===== src/rtl/processor_control_unit_pkg.sv =====
// Shared definitions for the processor control unit: opcodes, Tstep encodings,
// bus-select constants and the control-word decoder.
package processor_control_unit_pkg;

  localparam int IR_W    = 8;
  localparam int REG_CNT = 4;
  localparam int SEL_W   = 5;

  typedef enum logic [1:0] {
    OP_MV  = 2'b00,
    OP_MVI = 2'b01,
    OP_ADD = 2'b10,
    OP_SUB = 2'b11
  } opcode_e;

  typedef enum logic [1:0] {
    T0 = 2'd0,
    T1 = 2'd1,
    T2 = 2'd2,
    T3 = 2'd3
  } tstep_e;

  localparam logic [SEL_W-1:0] SEL_NONE = 5'b00000;
  localparam logic [SEL_W-1:0] SEL_R0   = 5'b00001;
  localparam logic [SEL_W-1:0] SEL_R1   = 5'b00010;
  localparam logic [SEL_W-1:0] SEL_R2   = 5'b00100;
  localparam logic [SEL_W-1:0] SEL_R3   = 5'b01000;
  localparam logic [SEL_W-1:0] SEL_DIN  = 5'b10000;

  typedef struct packed {
    logic [SEL_W-1:0]   s;
    logic [REG_CNT-1:0] rin;
    logic               ain;
    logic               gin;
    logic               gout;
    logic               addsub;
    logic               done;
  } ctrl_t;

  function automatic logic [SEL_W-1:0] sel_reg(input logic [1:0] r);
    return SEL_R0 << r;
  endfunction

  function automatic logic [REG_CNT-1:0] rin_onehot(input logic [1:0] r);
    return REG_CNT'(1) << r;
  endfunction

  // ir_hi is IR[7:2]; the two low instruction bits never affect decode.
  function automatic ctrl_t decode(input tstep_e t, input logic [5:0] ir_hi);
    ctrl_t      c;
    opcode_e    op;
    logic [1:0] x;
    logic [1:0] y;
    c  = '0;
    op = opcode_e'(ir_hi[5:4]);
    x  = ir_hi[3:2];
    y  = ir_hi[1:0];
    unique case (t)
      T0: ;
      T1: begin
        if (op == OP_MV) begin
          c.s    = sel_reg(y);
          c.rin  = rin_onehot(x);
          c.done = 1'b1;
        end else if (op == OP_MVI) begin
          c.s    = SEL_DIN;
          c.rin  = rin_onehot(x);
          c.done = 1'b1;
        end else begin
          c.s   = sel_reg(x);
          c.ain = 1'b1;
        end
      end
      T2: begin
        c.s      = sel_reg(y);
        c.gin    = 1'b1;
        c.addsub = (op == OP_SUB);
      end
      T3: begin
        c.s    = SEL_NONE;
        c.gout = 1'b1;
        c.rin  = rin_onehot(x);
        c.done = 1'b1;
      end
      default: ;
    endcase
    return c;
  endfunction

endpackage


===== src/rtl/processor_control_unit_if.sv =====
// Control-unit bus: instruction/run inputs and datapath control outputs.
interface processor_control_unit_if #(
  parameter int DATA_W = 8,
  parameter int NREG   = 4
);
  logic              Run;
  logic [DATA_W-1:0] DIN;
  logic [4:0]        S;
  logic [NREG-1:0]   Rin;
  logic              Ain;
  logic              Gin;
  logic              Gout;
  logic              AddSub;
  logic [DATA_W-1:0] IR;
  logic              Done;

  modport master (
    output Run, DIN,
    input  S, Rin, Ain, Gin, Gout, AddSub, IR, Done
  );

  modport slave (
    input  Run, DIN,
    output S, Rin, Ain, Gin, Gout, AddSub, IR, Done
  );
endinterface


===== src/rtl/processor_control_unit_regn.sv =====
// Enabled register with asynchronous active-low clear; used as the instruction register.
module processor_control_unit_regn #(
  parameter int W = 8
) (
  input  logic         clk_i,
  input  logic         rst_ni,
  input  logic         en_i,
  input  logic [W-1:0] d_i,
  output logic [W-1:0] q_o
);
  logic [W-1:0] q_q;

  always_ff @(posedge clk_i or negedge rst_ni) begin
    if (!rst_ni) begin
      q_q <= '0;
    end else if (en_i) begin
      q_q <= d_i;
    end
  end

  assign q_o = q_q;
endmodule


===== src/rtl/processor_control_unit.sv =====
// Instruction-sequencing FSM: fetches an instruction in T0 and steps T1..T3,
// driving bus select, register enables and ALU controls for the datapath.
module processor_control_unit
  import processor_control_unit_pkg::*;
#(
  parameter int DATA_W = 8,
  parameter int NREG   = 4
) (
  input logic                     Clk,
  input logic                     Resetn,
  processor_control_unit_if.slave bus
);
  tstep_e            tstep_q;
  tstep_e            tstep_d;
  logic              irin;
  logic [DATA_W-1:0] ir_q;
  logic [5:0]        ir_dec_d;
  ctrl_t             ctrl_q;

  assign irin = (tstep_q == T0) && bus.Run;

  processor_control_unit_regn #(.W(DATA_W)) u_ir (
    .clk_i  (Clk),
    .rst_ni (Resetn),
    .en_i   (irin),
    .d_i    (bus.DIN),
    .q_o    (ir_q)
  );

  // Outputs are registered from the next Tstep/IR, so they show the same
  // per-step values as a combinational decode of the current Tstep/IR.
  assign ir_dec_d = irin ? bus.DIN[DATA_W-1:DATA_W-6] : ir_q[DATA_W-1:DATA_W-6];

  always_comb begin
    tstep_d = tstep_q;
    unique case (tstep_q)
      T0: tstep_d = bus.Run ? T1 : T0;
      T1: tstep_d = (ir_q[DATA_W-1] == 1'b0) ? T0 : T2;
      T2: tstep_d = T3;
      T3: tstep_d = T0;
      default: tstep_d = T0;
    endcase
  end

  always_ff @(posedge Clk or negedge Resetn) begin
    if (!Resetn) begin
      tstep_q <= T0;
      ctrl_q  <= '0;
    end else begin
      tstep_q <= tstep_d;
      ctrl_q  <= decode(tstep_d, ir_dec_d);
    end
  end

  assign bus.S      = ctrl_q.s;
  assign bus.Rin    = NREG'(ctrl_q.rin);
  assign bus.Ain    = ctrl_q.ain;
  assign bus.Gin    = ctrl_q.gin;
  assign bus.Gout   = ctrl_q.gout;
  assign bus.AddSub = ctrl_q.addsub;
  assign bus.Done   = ctrl_q.done;
  assign bus.IR     = ir_q;
endmodule


===== src/flat_wrapper.sv =====
// flat-port wrapper written by rule: the top's interface ports become plain ports
module processor_control_unit_flat import processor_control_unit_pkg::*;
#(
  parameter int DATA_W = 8,
  parameter int NREG   = 4
)
  (Clk, Resetn, bus_Run, bus_DIN, bus_S, bus_Rin, bus_Ain, bus_Gin, bus_Gout, bus_AddSub, bus_IR, bus_Done);
  processor_control_unit_if #(.DATA_W(DATA_W), .NREG(NREG)) bus_i ();
  input logic Clk;
  input logic Resetn;
  input wire logic [$bits(bus_i.Run)-1:0] bus_Run;
  input wire logic [$bits(bus_i.DIN)-1:0] bus_DIN;
  output wire logic [$bits(bus_i.S)-1:0] bus_S;
  output wire logic [$bits(bus_i.Rin)-1:0] bus_Rin;
  output wire logic [$bits(bus_i.Ain)-1:0] bus_Ain;
  output wire logic [$bits(bus_i.Gin)-1:0] bus_Gin;
  output wire logic [$bits(bus_i.Gout)-1:0] bus_Gout;
  output wire logic [$bits(bus_i.AddSub)-1:0] bus_AddSub;
  output wire logic [$bits(bus_i.IR)-1:0] bus_IR;
  output wire logic [$bits(bus_i.Done)-1:0] bus_Done;
  assign bus_i.Run = bus_Run;
  assign bus_i.DIN = bus_DIN;
  assign bus_S = bus_i.S;
  assign bus_Rin = bus_i.Rin;
  assign bus_Ain = bus_i.Ain;
  assign bus_Gin = bus_i.Gin;
  assign bus_Gout = bus_i.Gout;
  assign bus_AddSub = bus_i.AddSub;
  assign bus_IR = bus_i.IR;
  assign bus_Done = bus_i.Done;
  processor_control_unit #(.DATA_W(DATA_W), .NREG(NREG)) u_core (.Clk(Clk), .Resetn(Resetn), .bus(bus_i));
endmodule

===== config.mk =====
export PLATFORM = sky130hd
export DESIGN_NAME = processor_control_unit_flat
export DESIGN_NICKNAME = d
export VERILOG_FILES = /design/src/rtl/processor_control_unit_pkg.sv /design/src/rtl/processor_control_unit_if.sv /design/src/rtl/processor_control_unit_regn.sv /design/src/rtl/processor_control_unit.sv /design/src/flat_wrapper.sv
export SDC_FILE = /design/constraint.sdc
export NUM_CORES = 1
export LEC_CHECK = 0
export ABC_AREA = 1
export ABC_CLOCK_PERIOD_IN_PS = 2840
export BUFFER_PORTS_ARGS = -buffer_cell sky130_fd_sc_hd__buf_2
export CAP_MARGIN = 20
export CORE_UTILIZATION = 50
export CTS_CLUSTER_SIZE = 20
export DETAILED_ROUTE_END_ITERATION = 8
export HOLD_SLACK_MARGIN = 0.03
export PLACE_DENSITY = 0.86
export REMOVE_ABC_BUFFERS = 1
export SLEW_MARGIN = 20
export SYNTH_ARGS = -nofsm -noshare
export SYNTH_HDL_FRONTEND = slang
export SYNTH_SLANG_ARGS = --single-unit

===== constraint.sdc =====
create_clock -name Clk -period 2.84 [get_ports Clk]
set_input_delay 0.142 -clock Clk [delete_from_list [all_inputs] [get_ports Clk]]
set_output_delay 0.142 -clock Clk [all_outputs]
set_load 0.01 [all_outputs]

==> results of run 1 <==
-- worst paths after layout --
path,start,to,slack [ns],cells after the start
max,u_core.tstep_q[1],u_core.bus.Rin[2],0.94,10
min in group asynchronous,Resetn,u_core.bus.Gin,0.32,2
max in group asynchronous,Resetn,u_core.tstep_q[0],2.16,2
min reg2reg,u_core.u_ir.q_o[0],u_core.u_ir.q_o[0],0.50,2
min,bus_DIN[2],u_core.u_ir.q_o[2],0.1,3
max reg2reg,u_core.tstep_q[1],u_core.bus.Rin[2],0.94,10
-- registers in the layout (all words and copies together) (netlist names) --
register	flops
u_core.bus.AddSub	1
u_core.bus.Ain	1
u_core.bus.Done	1
u_core.bus.Gin	1
u_core.bus.Gout	1
u_core.bus.Rin	4
u_core.bus.S	5
u_core.tstep_q	2
u_core.u_ir.q_o	8
-- critical path, stage by stage (launching register included) --
cell	delay, ns
dfrtp_1	0.43
inv_1	0.06
nor2_1	0.24
inv_1	0.06
o21ai_0	0.15
inv_1	0.10
ha_1	0.22
inv_1	0.20
nor2_2	0.07
o21ai_2	0.20
nor2_1	0.08
-- what timing repair did --
action                                 CTS  global route
setup buffers                            0             0
setup endpoints to repair                0             0
gates resized for setup                  0             0
endpoints found under the hold margin   26             0
hold buffers                             3             0
-- final cells by class --
class	instances	area (sq um)	share of cell area, %
sequential	24	601	45.4
clock buffer	3	22.5	1.70
timing repair buffer	35	190	14.4
clock inverter	1	30.0	2.27
multi-input combinational	66	360	27.2
inverter	21	86.3	6.52
tap	27	33.8	2.55
-- cells by family (layout without fill, tap and decap cells) --
logic type      after synthesis  in the layout
simple gates                 57             57
flops                        24             24
buf+inv                      21             60
compound gates                7              7
fa+ha+maj                     2              2
-- metal layers --
metal / GRT usage, % / vias up
met5: 0 / -
met4: 5.00 / 0
met3: 4.91 / 2
met2: 34.1 / 30
met1: 22.8 / 389
li1: - / 414
-- synth_stat cells, types with 2 or more instances --
cell type	number	area [sq um]
nand3_1	2	10.0
dfrtp_1	24	601
nand2_4	2	22.5
nand3b_1	3	22.5
inv_1	17	63.8
a21oi_1	5	25.0
nor2_1	14	52.6
inv_2	2	7.51
nand2_2	7	43.8
nand2_1	23	86.3
ha_1	2	25.0
-- where the power goes --
part | total [mW] | internal, mW | switching [mW]
sequential | 0.526 | 0.469 | 0.0567
combinational | 0.736 | 0.253 | 0.484
clock | 0.242 | 0.143 | 0.0992
total | 1.50 | 0.865 | 0.639
==> flow_metrics.tcl, run 1 <==
set metrics [dict create \
    syn_to_final_growth_pct 26.4 \
    status "finished clean" \
    synth_flop_cell "dfrtp_1" \
    p_leak_nw 0.755 \
    critPathLaunchType "flop" \
    netlist_area_sq_um 1050 \
    cp.arrival_ns 2.11 \
    fp.dieW_um 47.8 \
    fill_cells 159 \
    num_rows 16 \
    track_usage_pct 19.1 \
    grt.overflow.total 0 \
    drive_above_1_share_pct 36.0 \
    dp_cells 170 \
    synth_edf_count 0 \
    synth.avg_cell_area_sq_um 9.43 \
    critical_path_class "reg -> reg" \
    instances_no_fill 177 \
    cp_max_fo 5 \
    ys_seq_elements 24 \
    p_total_mw 1.50 \
    fin_hold_ws_ns 0.0971 \
    root_buffer "clkbuf_4" \
    endpoint_kind "flop" \
    ant_nets 0 \
    grt_pass1_vias 733 \
    drt_iter0_drc 10 \
    gp_congestion 0.801 \
    die-area_sq_um 2280 \
    insertion_delay_ns 0.31 \
    wire_per_inst_um 11.0 \
    vdd_ir_drop_max_mv 0.634 \
    hold_violations 0 \
    synth_mux_area_share_pct 0 \
    relSlewSlack_pct 65.5 \
    dp_hpwl_um 1500 \
    fmax_ghz 0.527 \
    cp.required_ns 3.05 \
    grt_first_pass_wirelength_um 3020 \
    antenna_found_initial 0 \
    synth_compound_area_share_pct 3.70 \
    met1Wirelength_um 828 \
    final_util_pct 67.5 \
    seq_area_frac_synth_pct 57.3 \
    preCtsSetupSlack_ns 0.936 \
    cts_max_level 1 \
    vias_per_cell 4.72 \
    post-route-period-util_pct 66.8 \
    rsz0062_at_grt "no" \
    synth_xor_area_share_pct 0 \
    vias 835 \
    synthAdderAreaFrac_pct 2.39 \
    wl_met3_um 95 \
    final_cell_mix "buf_2, dfrtp_1, nand2_1" \
    cts_tree "yes" \
    io_pins 33 \
    fin_skew_ns 0.0122 \
    dr.pass1.iters 4 \
    top_layer_used "met4" \
    setup_viol 0 \
    cellPowerDensity_nw_per_um2 1140 \
    synthCells 111 \
    drv_cap 0 \
    die_h_um 47.8 \
    setup_tns_ns 0 \
    routed_wl_um 1950 \
    diodes 0 \
    async_reset_ff_share_pct 100 \
    io_buffers 32 \
    placed_area_sq_um 1240 \
    initial_core_util_pct 53.4 \
    drc 0 \
    nNetsFinal 164 \
    grt_start_max_net_pins 25 \
    synth_top_family_by_area "simple AND/OR/NAND/NOR gates" \
    final_area_sq_um 1320 \
    coreArea_sq_um 1960 \
    layout_commonest_cell "buf_2" \
    layout_setup_ws_ns 0.943 \
    hold_path.class "in -> reg" \
    clk_pin_slew_ns 0.13 \
    ys_warn_count 0 \
    slew_violations 0 \
    worstMarginPinSlew_ns 0.517 \
    finalCriticalPeriod_ns 1.90 \
    cts_made_buffers 3 \
    synth.distinct_cells 21 \
    cts.path.max_buffers 2 \
    wl_met2_um 1010 \
    cts_sinks 24 \
    synthSimpleGateAreaFrac_pct 28.3 \
]
Note: power is estimated with default switching activity, not from simulation.
==> run 2, diff against run 1 <==
- ABC_CLOCK_PERIOD_IN_PS: 2840 -> 1700
- CORE_UTILIZATION: 50 -> 44
- PLACE_DENSITY: 0.86 -> 0.81
- clock period: 2.84 -> 1.7 ns (I/O delays scaled with it)
==> run 2 against run 1 <==
Clock-buffer cell count stayed put. Design area is 7.2% higher. Largest power group unchanged. Critical endpoint is now u_core.bus.S[3]. Sequential power is 70% higher. Clock skew is 0.0098 ns lower. Highest routed layer unchanged. Wire length is 14% higher. Combinational power is 97% higher.
==> flow_metrics.tcl, run 2 (synthesis gave the netlist of run 1 again) <==
set metrics [dict create \
    drc 0 \
    die-area_sq_um 2580 \
    slew_violations 0 \
    cp.arrival_ns 1.88 \
    gp_congestion 0.819 \
    final_cell_mix "buf_2, nand2_1, dfrtp_1" \
    status "finished clean" \
    r2r_cells 12 \
    io_pins 33 \
    root_buffer "clkbuf_4" \
    largest_register_ffs 8 \
    antenna_found_initial 0 \
    r2r-start "u_core.tstep_q[0]" \
    grt_start_max_net_pins 25 \
    syn_to_final_growth_pct 35.5 \
    track_usage_pct 17.0 \
    nNetsFinal 172 \
    worstMarginPinSlew_ns 0.500 \
    fmax_ghz 0.614 \
    vdd_ir_drop_max_mv 1.13 \
    coreArea_sq_um 2230 \
    cts_sinks 24 \
    layout_commonest_cell "buf_2" \
    num_rows 17 \
    fin_skew_ns 0.00245 \
    critPathMaxStageDelay_ns 0.47 \
    cts_max_level 1 \
    slowest_stage "dfrtp_2" \
    relSlewSlack_pct 66.7 \
    dr.pass1.iters 4 \
    critical_path_class "reg -> reg" \
    path_cells "nor2_4 > nand2_4 > clkinv_4 > nor2_2 > inv_1 > ha_2 > inv_4 > nor2_8 > nand2_1 > nand2_1 > nor2_1 > nor2_1" \
    clk_pin_slew_ns 0.13 \
    min_from "bus_DIN[3]" \
    fin_hold_ws_ns 0.0427 \
    p_leak_nw 0.792 \
    cp.depth 12 \
    r2r_end "u_core.bus.S[3]" \
    finalCriticalPeriod_ns 1.63 \
    cts_made_buffers 3 \
    cts.path.max_buffers 2 \
    setup_viol 0 \
    worstHoldEndpoint "u_core.u_ir.q_o[3]" \
    die_h_um 50.8 \
    cp.required_ns 1.95 \
    critPathLaunchType "flop" \
    fp.dieW_um 50.8 \
    drv_cap 0 \
    placed_area_sq_um 1280 \
    vias_per_cell 4.49 \
    hold_path.class "in -> reg" \
    cp_max_fo 5 \
    cp_top_family "simple AND/OR/NAND/NOR gates" \
    vias 836 \
    drt_iter0_drc 28 \
    io_buffers 32 \
    routed_wl_um 2220 \
    wire_per_inst_um 11.9 \
    dp_hpwl_um 1580 \
    cellPowerDensity_nw_per_um2 1940 \
    grt.overflow.total 0 \
    path_buf_inv 3 \
    hold_violations 0 \
    initial_core_util_pct 46.9 \
    grt_pass1_vias 752 \
    whs_path_depth 3 \
    ant_nets 0 \
    diodes 0 \
    drive_above_1_share_pct 43.7 \
    regToRegSetupSlack_ns 0.07 \
    post-route-period-util_pct 95.8 \
    grt_first_pass_wirelength_um 3120 \
    insertion_delay_ns 0.32 \
    cts_tree "yes" \
    endpoint_kind "flop" \
    final_area_sq_um 1420 \
]
## run 2: area by class of cell
class                   instances  area, sq um
clock inverters                 1         30.0
fillers                       179          815
well taps                      28         35.0
clock buffers                   3         22.5
flip-flops and latches         24          603
repair buffers                 43          253
multi-input cells              66          387
inverters                      21         88.8
## run 2: worst min-delay path, stage by stage
cell and delay, ns:
buf_2 0.09, nand2_2 0.06, nand2_2 0.09
## run 2: repair_timing
action / in CTS / in global routing
gates resized for setup: 2 / 10
cloned: 0 / 0
pin swaps: 0 / 2
buffers inserted: 0 / 2
setup endpoints to repair: 6 / 10
endpoints found under the hold margin: 26 / 1
hold buffers: 3 / 1
## run 2: metal layers
layer / vias to the layer above / global-route usage, % / part of all wire (%)
met4: 0 / 8.33 / 1.4
met3: 4 / 2.73 / 3.5
met2: 21 / 29.8 / 53
li1: 424 / - / -
met1: 387 / 20.1 / 42
met5: - / 0 / 0
## run 2: worst max path at each step
stage	from	to	slack, ns
floorplan	u_core.tstep_q[0]	u_core.bus.Rin[0]	0.06
global placement	u_core.tstep_q[1]	u_core.bus.Rin[2]	0.05
detailed placement	u_core.tstep_q[1]	u_core.bus.Rin[1]	-0.06
CTS	u_core.tstep_q[0]	u_core.bus.Rin[1]	0.01
global route	u_core.tstep_q[0]	u_core.bus.S[3]	-0.01
finish	u_core.tstep_q[0]	u_core.bus.S[3]	0.07
## run 2: stage by stage
stage / setup TNS (ns) / utilization [%] / total power, mW / std cells / setup slack (ns)
finish: 0 / 63.5 / 2.76 / 186 / 0.0715
global route: -0.0132 / 63.5 / 2.94 / 186 / -0.0132
CTS: 0 / 61.1 / 2.63 / 183 / 0.00968
detailed placement: -0.310 / 57.3 / 2.20 / 176 / -0.0612
global placement: 0 / 57.3 / 2.14 / 176 / 0.0476
floorplan: 0 / - / 1.74 / 111 / 0.0575
## run 2: where the power goes
| group | internal [mW] | leakage (nW) | switching, mW | total [mW] |
|---|---|---|---|---|
| Sequential | 0.789 | 0.306 | 0.105 | 0.894 |
| Combinational | 0.559 | 0.457 | 0.896 | 1.45 |
| Clock | 0.239 | 0.0279 | 0.170 | 0.409 |
| Total | 1.59 | 0.792 | 1.17 | 2.76 |
==> run 3, diff against run 2 <==
- SETUP_SLACK_MARGIN: default -> 0.4
==> run 3 against run 2 <==
Sequential share of layout area fell by 2.6 points. Setup slack improved by 0.11 ns. Clock-buffer cell count did not move. First-iteration DRC count fell by 18%. Critical path depth did not move. Sequential cell count did not move. Sequential power rose by 0.7%. Critical path type unchanged. Critical endpoint unchanged. Largest power group unchanged. Highest routed layer unchanged.
==> flow_metrics.tcl, run 3 (synthesis gave the netlist of run 1 again) <==
set metrics [dict create \
    drt_iter0_drc 23 \
    die_h_um 50.8 \
    critical_path_class "reg -> reg" \
    final_area_sq_um 1510 \
    grt_first_pass_wirelength_um 3570 \
    drc 0 \
    finalCriticalPeriod_ns 1.51 \
    path_cells "nor2_4 > nand2_4 > clkinv_4 > nor2_4 > inv_2 > ha_4 > inv_6 > nor2_8 > nand2_2 > nand2_1 > nor2_1 > nor2_1" \
    multi_input_area_sq_um 425 \
    dr.pass1.iters 4 \
    largest_register_ffs 8 \
    switching_share_pct 42.1 \
    drive_above_1_share_pct 50.6 \
    cts.path.max_buffers 2 \
    cp.arrival_ns 1.76 \
    syn_to_final_growth_pct 44.4 \
    pwr-share-comb_pct 57.4 \
    final_util_pct 67.7 \
    vias_per_cell 4.63 \
    p_total_mw 3.06 \
    hold_violations 0 \
    clk_pin_slew_ns 0.13 \
    track_usage_pct 19.3 \
    fp.dieW_um 50.8 \
    num_rows 17 \
    setup_tns_ns 0 \
    register_area_sq_um 603 \
    ant_nets 0 \
    grt_start_max_net_pins 25 \
    fmax_ghz 0.660 \
    nNetsFinal 178 \
    gp_congestion 0.819 \
    status "finished clean" \
    insertion_delay_ns 0.31 \
    intPower_mw 1.77 \
    cp_max_fo 5 \
    layout_commonest_cell "buf_2" \
    root_buffer "clkbuf_4" \
    wire_per_inst_um 12.3 \
    p_leak_nw 0.828 \
    setup_viol 0 \
    coreArea_sq_um 2230 \
    rsz0062_at_grt "yes" \
    cts_sinks 24 \
    p_seq_share_pct 29.4 \
    cellPowerDensity_nw_per_um2 2020 \
    initial_core_util_pct 46.9 \
    cts_tree "yes" \
    grt.overflow.total 0 \
    vias 888 \
    endpoint_kind "flop" \
    post-route-period-util_pct 89.1 \
    die-area_sq_um 2580 \
    diodes 0 \
    hold_path.class "in -> reg" \
    fill_cells 163 \
    critPathMaxStageDelay_ns 0.46 \
    final_cell_mix "buf_2, nand2_1, dfrtp_1" \
    slowest_stage "dfrtp_2" \
    dp_hpwl_um 1580 \
    relSlewSlack_pct 66.7 \
    worstMarginPinSlew_ns 0.500 \
    cts_max_level 1 \
    cts_made_buffers 3 \
    io_pins 33 \
    power_frac_clock_pct 13.2 \
    instances_no_fill 192 \
    critPathLaunchType "flop" \
    grt_pass1_vias 856 \
    io_buffers 32 \
    p_sw_mw 1.29 \
    fin_skew_ns 0.00408 \
    cp.required_ns 1.95 \
    vdd_ir_drop_max_mv 1.16 \
    antenna_found_initial 0 \
    routed_wl_um 2370 \
    slew_violations 0 \
    drv_cap 0 \
    placed_area_sq_um 1280 \
    dp_cells 176 \
]
## run 3: cell types whose count changed in the layout (fill, tap and decap cells not counted), moves of 2 or more
cell	change
buf_4	+4
nor2_4	+2
inv_2	+4
buf_6	+2
ha_4	+2
inv_1	-4
## run 3: cell type report
type                    instances  share of cell area (%)
flip-flops and latches         24                    39.9
repair buffers                 49                    20.2
multi-input cells              66                    28.1
well taps                      28                    2.32
clock inverters                 1                    1.99
inverters                      21                    6.04
clock buffers                   3                    1.49
## run 3: timing repair
action,4_1_cts,5_1_grt
pin swaps,13,6
endpoints found under the hold margin,26,1
endpoints found under the setup margin,12,13
resized for setup,25,2
hold buffers,3,1
setup buffers,7,1
## run 3: metrics by stage
step                      setup slack (ns)  hold WS [ns]
after floorplan                     0.0575        -0.211
after global placement              0.0476        0.0730
after detailed placement           -0.0612        0.0855
after CTS                            0.207        0.0353
after global routing                 0.108        0.0476
final                                0.186        0.0459
## run 3: final timing paths
path / from / end / slack [ns] / cells after the start
hold reg to reg: u_core.u_ir.q_o[0] / u_core.u_ir.q_o[0] / 0.51 / 2
hold / removal: bus_DIN[3] / u_core.u_ir.q_o[3] / 0.05 / 3
setup reg to reg: u_core.tstep_q[1] / u_core.bus.S[3] / 0.19 / 12
setup / recovery: u_core.tstep_q[1] / u_core.bus.S[3] / 0.19 / 12
max in group asynchronous: Resetn / u_core.tstep_q[1] / 1.07 / 2
min in group asynchronous: Resetn / u_core.bus.S[1] / 0.27 / 2
## run 3: worst max-delay path, delay by kind of cell (launching register included)
family	cells	cell delay (ns)
simple gates	8	0.63
flops	1	0.46
fa+ha+maj	1	0.17
buf+inv	3	0.19
## run 3: power by group through the flow
stage | Combinational [mW] | Sequential [mW] | Clock (mW)
after floorplan | 0.744 | 0.997 | 0
after global placement | 1.26 | 0.885 | 0
after detailed placement | 1.31 | 0.892 | 0
after CTS | 1.69 | 0.896 | 0.408
after global routing | 1.90 | 0.919 | 0.437
final | 1.76 | 0.900 | 0.406
## run 3: metal layers
layer	up-vias	share of wire [%]	global-route usage, %
met5	-	0	0
met4	0	0.97	7.41
met3	4	4.1	2.73
met2	30	55	36.4
met1	416	40	21.5
li1	438	-	-
